$ cat src/rtl/splitter_tree_arrival_monitor.sv
// splitter_tree_arrival_monitor
// Watches the root event of the 8-leaf splitter tree and the leaf strobes.
// For each root event it collects which leaves fired, the first-to-last
// arrival skew and whether any leaf fired twice. It then holds a pass/fail
// result behind a valid/ready handshake.
//
// Ports:
//   clk        monitor clock
//   rst_n      asynchronous active-low reset
//   in_pulse   one-cycle root event
//   out_pulse  leaf arrival strobes, bit i = leaf i
//   res_valid  result available (held until res_ready)
//   res_ready  consumer accepts result
//   res_ok     pass flag: all leaves, skew <= MAX_SKEW, no duplicates
//   res_mask   leaves that fired
//   res_skew   last arrival minus first arrival (0 if nothing fired)
//   res_dup    some leaf pulsed more than once
//   overrun    sticky: root event seen while busy
//   spurious   sticky: leaf strobe seen while idle with no root event
//   err_count  saturating count of accepted failing results
//
// state   | meaning
// IDLE    | waiting for a root event
// COLLECT | timing leaf arrivals until all fired or TIMEOUT reached
// REPORT  | result held on res_* until handshake
module splitter_tree_arrival_monitor #(
  parameter int NUM_OUT  = 8,
  parameter int TIMEOUT  = 15,
  parameter int MAX_SKEW = 2,
  parameter int TW       = 4,
  parameter int CNT_W    = 8
) (
  input  logic               clk,
  input  logic               rst_n,
  input  logic               in_pulse,
  input  logic [NUM_OUT-1:0] out_pulse,
  output logic               res_valid,
  input  logic               res_ready,
  output logic               res_ok,
  output logic [NUM_OUT-1:0] res_mask,
  output logic [TW-1:0]      res_skew,
  output logic               res_dup,
  output logic               overrun,
  output logic               spurious,
  output logic [CNT_W-1:0]   err_count
);

  typedef enum logic [1:0] {IDLE, COLLECT, REPORT} state_t;

  localparam logic [NUM_OUT-1:0] ALL_ONES   = '1;
  localparam logic [TW-1:0]      TIMEOUT_T  = TW'(TIMEOUT);
  localparam logic [TW-1:0]      MAX_SKEW_T = TW'(MAX_SKEW);
  localparam logic [CNT_W-1:0]   CNT_MAX    = '1;

  state_t             state;
  logic [TW-1:0]      timer;
  logic [NUM_OUT-1:0] mask;
  logic               dup;
  logic               have_first;
  logic [TW-1:0]      first;
  logic [TW-1:0]      last;

  // Next-cycle collection values; these include the pulses sampled in the
  // current cycle, so the final COLLECT cycle is reflected in the result.
  logic [TW-1:0]      t_next;
  logic [NUM_OUT-1:0] mask_next;
  logic               arrival;
  logic               dup_next;
  logic               fired_next;
  logic [TW-1:0]      first_next;
  logic [TW-1:0]      last_next;
  logic [TW-1:0]      skew_next;
  logic               ok_next;
  logic               done_next;

  assign t_next     = timer + TW'(1);
  assign mask_next  = mask | out_pulse;
  assign arrival    = |out_pulse;
  assign dup_next   = dup | (|(out_pulse & mask));
  assign fired_next = have_first | arrival;
  assign first_next = (have_first || !arrival) ? first : t_next;
  assign last_next  = arrival ? t_next : last;
  assign skew_next  = fired_next ? (last_next - first_next) : '0;
  assign ok_next    = (mask_next == ALL_ONES) && (skew_next <= MAX_SKEW_T) && !dup_next;
  // Timeout check on t_next keeps the timer from ever wrapping.
  assign done_next  = (mask_next == ALL_ONES) || (t_next == TIMEOUT_T);

  always_ff @(posedge clk or negedge rst_n) begin
    if (!rst_n) begin
      state      <= IDLE;
      timer      <= '0;
      mask       <= '0;
      dup        <= 1'b0;
      have_first <= 1'b0;
      first      <= '0;
      last       <= '0;
      res_valid  <= 1'b0;
      res_ok     <= 1'b0;
      res_mask   <= '0;
      res_skew   <= '0;
      res_dup    <= 1'b0;
      overrun    <= 1'b0;
      spurious   <= 1'b0;
      err_count  <= '0;
    end else begin
      case (state)
        IDLE: begin
          if (in_pulse) begin
            state      <= COLLECT;
            timer      <= '0;
            mask       <= out_pulse;
            dup        <= 1'b0;
            have_first <= |out_pulse;
            first      <= '0;
            last       <= '0;
          end else if (|out_pulse) begin
            spurious <= 1'b1;
          end
        end

        COLLECT: begin
          if (in_pulse) overrun <= 1'b1;
          timer      <= t_next;
          mask       <= mask_next;
          dup        <= dup_next;
          have_first <= fired_next;
          first      <= first_next;
          last       <= last_next;
          if (done_next) begin
            state     <= REPORT;
            res_valid <= 1'b1;
            res_mask  <= mask_next;
            res_skew  <= skew_next;
            res_dup   <= dup_next;
            res_ok    <= ok_next;
          end
        end

        REPORT: begin
          // A root event here is lost even if the handshake completes now.
          if (in_pulse) overrun <= 1'b1;
          if (res_ready) begin
            state     <= IDLE;
            res_valid <= 1'b0;
            if (!res_ok && (err_count != CNT_MAX)) err_count <= err_count + CNT_W'(1);
          end
        end

        default: state <= IDLE;
      endcase
    end
  end

endmodule

$ cat config.mk
export PLATFORM = sky130hd
export DESIGN_NAME = splitter_tree_arrival_monitor
export DESIGN_NICKNAME = d
export VERILOG_FILES = /design/src/rtl/splitter_tree_arrival_monitor.sv
export SDC_FILE = /design/constraint.sdc
export NUM_CORES = 1
export LEC_CHECK = 0
export CAP_MARGIN = 10
export CORE_UTILIZATION = 30
export CTS_CLUSTER_DIAMETER = 30
export DETAILED_ROUTE_END_ITERATION = 12
export PLACE_DENSITY_LB_ADDON = 0.3
export SLEW_MARGIN = 10
export SYNTH_ARGS = -nofsm -noshare
export SYNTH_HDL_FRONTEND = slang
export SYNTH_SLANG_ARGS = --single-unit
$ cat constraint.sdc
create_clock -name clk -period 5.6 [get_ports clk]
set_clock_uncertainty 0.2 [all_clocks]
set_input_delay 1.12 -clock clk [delete_from_list [all_inputs] [get_ports clk]]
set_output_delay 1.12 -clock clk [all_outputs]
set_load 0.02 [all_outputs]
# Yosys cells after proc, flatten, opt, wreduce, memory -nomap -nowiden
# Index checks and enable logic that the tools add are counted.
[word_totals]
ramBits = 0
mem_count = 0
wordCells = 73
romBits = 0
ff_bits = 49
latch_bits = 0
out_inout_bits = 25
[classes]
n_lt_le_gt_ge = 1
n_reduce_logical = 21
shifts = 0
multipliers = 0
addsub = 3
bitwise_logic = 5
n_div = 0
mux = 20
eq_ne = 8
[ops]
columns = ["operator", "count"]
rows = [
  ["$pmux W4 S2", 3],
  ["$mux W4", 4],
  ["$pmux W8 S2", 1],
  ["$reduce_or A8 Y1", 2],
  ["$reduce_and A3 Y1", 4],
  ["$add A8 B1 Y8 const B", 1],
  ["$and A8 B8 Y8", 1],
  ["$eq A8 B8 Y1 const B", 1],
  ["$mux W8", 1],
  ["$ne A8 B8 Y1 const B", 1],
  ["$or A8 B8 Y8", 1],
  ["$mux W2", 3],
  ["$ne A2 B2 Y1 const B", 3],
  ["$pmux W1 S2", 3],
  ["$pmux W2 S3", 1],
  ["$reduce_and A2 Y1", 3],
  ["$add A4 B1 Y4 const B", 1],
  ["$eq A4 B4 Y1 const B", 1],
  ["$le A4 B2 Y1 const B", 1],
  ["$mux W1", 4],
  ["$reduce_bool A2 Y1", 2],
  ["$sub A4 B4 Y4", 1],
  ["$logic_and A1 B1 Y1", 3],
  ["$logic_not A1 Y1", 3],
  ["7 further kinds", 9],
]

# Logic depth before layout (Yosys ltp)
[depth]
ltp_word = 9
mapped_depth = 13
ltp_nobuf = 13

# Worst setup path after synthesis
# Ideal clock, no wire load.
[synth_path]
path_kind = "input port to flip-flop"
from = "in out_pulse[7]"
to = "reg res_skew[3]"
required_time_ns = 5.275
cell_stages = 12
slack_ns = 1.919
arrival_ns = 3.356
setup_ns = 0.125
cell_sequence = "nor4_1 nand2_1 clkbuf_1 o21ai_0 inv_1 ha_1 nor2b_1 o21ai_0 nand2b_1 xnor2_1 o22ai_1 mux2_4"
[synth_between]
elab_chain_cells = 6
elab_cells_between_ends = 12
classes_between = "1 x add/sub; 1 x eq/ne; 3 x mux; 2 x bitwise; 5 x reduce/logical"
[synth_rtl]
columns = ["item", "line_no", "rtl"]
rows = [
  ["from (decl)", "36", "input logic [NUM_OUT-1:0] out_pulse,"],
  ["$reduce_or A8 Y1", "78", "assign arrival = |out_pulse;"],
  ["$logic_not A1 Y1", "81", "assign first_next = (have_first || !arrival) ? first : t_next;"],
  ["$logic_or A1 B1 Y1", "81", ""],
  ["$mux W4", "81", ""],
  ["$sub A4 B4 Y4", "83", "assign skew_next = fired_next ? (last_next - first_next) : '0;"],
  ["$mux W4", "83", ""],
  ["to (signal assigned)", "133", "res_skew <= skew_next;"],
  ["to (decl)", "41", "output logic [TW-1:0] res_skew,"],
]
# Parallel ways exist; a longest one is shown, timed or not.
# A chain may end at the register's enable or synchronous reset.

# Worst setup path in the final report
[layout_path]
from = "in out_pulse[0]"
to = "reg res_skew[3]"
# The elaborated chain is that of the path after synthesis.

==> impl_metrics.csv <==
group,metric,value,unit
synthesis,async_reset_ff_share,100,%
hold_path,hp-start,"overrun",
synthesis,synth_compound_area_share,18.9,%
power_and_ir_drop,internal-power,0.897,mW
synthesis,synth_top_family_by_area,"compound AO/OA/AOI/OAI gates",
power_and_ir_drop,p_clk_share,17.5,%
cells_and_area,antenna_cells,0,
global_routing,grt_first_pass_wirelength,8870,um
cells_and_area,final_nets,311,
place,gp_congestion,0.742,
worst_setup_path,regToRegStartpoint,"timer[0]",
worst_setup_path,start_kind,"primary input",
route,dr.pass1.iters,4,
synthesis,avgSynthCellArea,9.86,um^2
clock_tree,cts_tree,"built",
power_and_ir_drop,p_leak,1.34,nW
route,initialDrtViolationCount,79,
synthesis,synthFlopType,"dfrtp_1",
clock_tree,clk_latency,0.31,ns
global_routing,antenna_found_initial,0,
synthesis,synth_area_leaders,"dfrtp_1 50%, nand2_1 5.0%, ha_1 4.6%, nor2_1 4.1%, a21oi_1 3.0%",
worst_setup_path,reg2reg_depth,11,
floorplanning,rows,32,
global_routing,grt_pass1_vias,1835,
route,routed_wl,5240,um
floorplanning,coreArea,7850,um^2
synthesis,yosys.area_share.simple,16.2,%
global_routing,grt_max_degree,50,
route,ant_nets,0,
power_and_ir_drop,power.share.sequential,38.3,%
floorplanning,die_x,92.8,um
global_routing,grt.total_usage,13.2,%
cells_and_area,final_cell_count_no_fill,392,
hold_path,hold_depth,1,
synthesis,synth_cells,251,
timing,period_needed,4.11,ns
cells_and_area,drive_gt1_share,7.59,%
global_routing,gr-total-overflow,0,
timing,final.setup.tns,0,ns
clock_tree,cts-buffers-inserted,5,
timing,timing.hold.ws,0.275,ns
synthesis,ys_ff_latch,49,
route,vias_per_cell,4.79,
route,wl_met3,198,um
timing,slew_headroom,24.6,%
place,numPortBuffers,36,
timing,rsz0062_at_grt,"no",
timing,fmax,243,MHz
timing,setup-violations-final,0,
clock_tree,cts_resized,0,
clock_tree,cts_num_sinks,49,
route,wl_met2,2460,um
route,met1Wirelength,2510,um
place,place_hpwl,3860,um
clock_tree,clk_pin_slew,0.09,ns
timing,worst_pin_slew,1.13,ns
timing,hold_violations,0,
power_and_ir_drop,irDropWorstVdd,0.147,mV
route,routed.top_layer,"met4",
hold_path,hp-class,"reg2reg",
cells_and_area,nFillCells,799,
synthesis,yosys.area_share.adder,5.36,%
worst_setup_path,critPathLaunch,"out_pulse[0]",
cells_and_area,design_area,3040,um^2
power_and_ir_drop,p_sw_share,39.7,%
power_and_ir_drop,total_power,1.49,mW
synthesis,netlist_area,2470,um^2
clock_tree,ctsHoldBuffers,0,
job,maxCapViolCount,0,
synthesis,synth_edf_count,0,
place,placed_area,2930,um^2
synthesis,synth.yosys.seq_area_share,49.5,%
floorplanning,die_y,92.8,um
worst_setup_path,crit_path_max_fanout,15,
cells_and_area,areaGrowthSynthToFinish,22.9,%
floorplanning,die_area,8620,um^2
clock_tree,cts-root-buf,"clkbuf_8",
worst_setup_path,worst_ep_required_time,5.60,ns
power_and_ir_drop,power_switching,0.590,mW
outcome,status,"completed",
clock_tree,postCtsSetupRepairBufs,0,
floorplanning,ios,37,
synthesis,yosysWarnings,0,
worst_setup_path,arrival,4.11,ns
worst_setup_path,path_class,"in2reg",
power_and_ir_drop,p_per_area,489,nW/um^2
timing,period_share,73.4,%
route,wl_per_cell,13.4,um
synthesis,synthXorXnorAreaFrac,5.31,%
clock_tree,h-tree-depth,2,
timing,final_max_slew_viol_count,0,
clock_tree,cts_buffer_depth,2,
worst_setup_path,endpoint_kind,"register",
synthesis,yosysTopAreaCellShare,49.5,%
floorplanning,start_util,31.5,%
place,dp.cells,384,
synthesis,muxShareOfSynthArea,1.92,%
power_and_ir_drop,comb_power_share,44.3,%
route,post-route-drc-count,0,
route,vias,1879,
synthesis,synth.largest_area_cell,"dfrtp_1",
synthesis,ys_types,42,
synthesis,synth_fp_nets,273,
==> stage by stage <==
stage          worst slack (ns)  utilization (%)
2_1_floorplan              1.92                -
3_3_place_gp               1.22             37.3
3_5_place_dp               1.15             37.3
4_1_cts                    1.47             38.7
5_1_grt                    1.19             38.7
6_report                   1.49             38.7
==> path summary, 6_finish.rpt <==
path / end / slack (ns)
max: res_skew[3] / 1.49
min: overrun / 0.27
max reg2reg: res_skew[3] / 2.75
min reg2reg: overrun / 0.27
max in group asynchronous: err_count[1] / 4.07
min in group asynchronous: overrun / 0.69
==> registers in the layout, summed over array words and instances, names as in the netlist, 2 cells and up <==
register	flops
mask	8
first	4
res_skew	4
last	4
err_count	8
res_mask	8
state	2
timer	4
==> cells by family (layout without fill, tap and decap cells) <==
logic type,count (synthesis),after routing
muxes,4,4
AOI/OAI and AO/OA,73,73
xor gates and xnor gates,15,15
DFF,49,49
adders and majority gates,10,10
buffers and inverters,14,53
and+or+nand+nor,86,86
==> Yosys cell counts (3+ instances only) <==
| cell type | n |
|---|---|
| xor2_1 | 7 |
| a21o_1 | 4 |
| o21ai_1 | 8 |
| ha_1 | 9 |
| nand2_1 | 33 |
| a22o_1 | 6 |
| nor2_1 | 27 |
| nor2b_1 | 3 |
| a21oi_1 | 15 |
| o21ai_0 | 15 |
| nand4_1 | 4 |
| o22ai_1 | 5 |
| nand3_1 | 6 |
| dfrtp_1 | 49 |
| xnor2_1 | 8 |
| o21ai_2 | 6 |
| nor4_1 | 3 |
| o31ai_1 | 3 |
| nand2b_1 | 4 |
| inv_1 | 8 |
==> layer usage <==
layer  global-route usage (%)  vias to the layer above
met5                        0                        -
met4                     4.23                        0
met3                     2.79                        4
met2                     21.4                       40
met1                     17.6                      884
li1                         -                      951
==> layout by cell type, fill, tap and decap left out, types with 5 or more instances in the layout <==
cell type and instances:
clkdlybuf4s50_1 35, nand3_1 6, dfrtp_1 49, clkbuf_8 5
a22o_1 6, ha_1 9, o21ai_0 15, xnor2_1 8
o22ai_1 5, nand2_1 33, xor2_1 7, a21oi_1 15
o21ai_1 8, o21ai_2 6, nor2_1 27, inv_1 8
==> power by group through the flow <==
| stage | clock network [mW] | logic, mW | registers, mW |
|---|---|---|---|
| finish | 0.260 | 0.659 | 0.569 |
| detailed placement | 0 | 0.667 | 0.578 |
| global placement | 0 | 0.659 | 0.575 |
| global route | 0.287 | 0.741 | 0.587 |
| CTS | 0.271 | 0.667 | 0.571 |
| floorplan | 0 | 0.380 | 0.629 |
==> area by class of cell <==
cell class	count	area, um^2	area share (%)
sequential	49	1230	40.3
multi-input combinational	188	1180	38.8
timing repair buffer	37	363	11.9
tap	102	128	4.20
clock buffer	5	68.8	2.26
clock inverter	3	46.3	1.52
inverter	8	30.0	0.988
==> worst max-delay path, cell delays in order <==
cell and delay [ns]:
clkdlybuf4s50_1 0.46, nor4_1 0.39, nand2_1 0.36, nand2b_1 0.26, nand2_1 0.07, o21ai_0 0.14, inv_1 0.08, ha_1 0.27
nor2b_1 0.12, o21ai_0 0.14, nand2b_1 0.11, xnor2_1 0.16, o22ai_1 0.13, mux2_4 0.28
No activity file was read; power rests on OpenSTA's default activity.
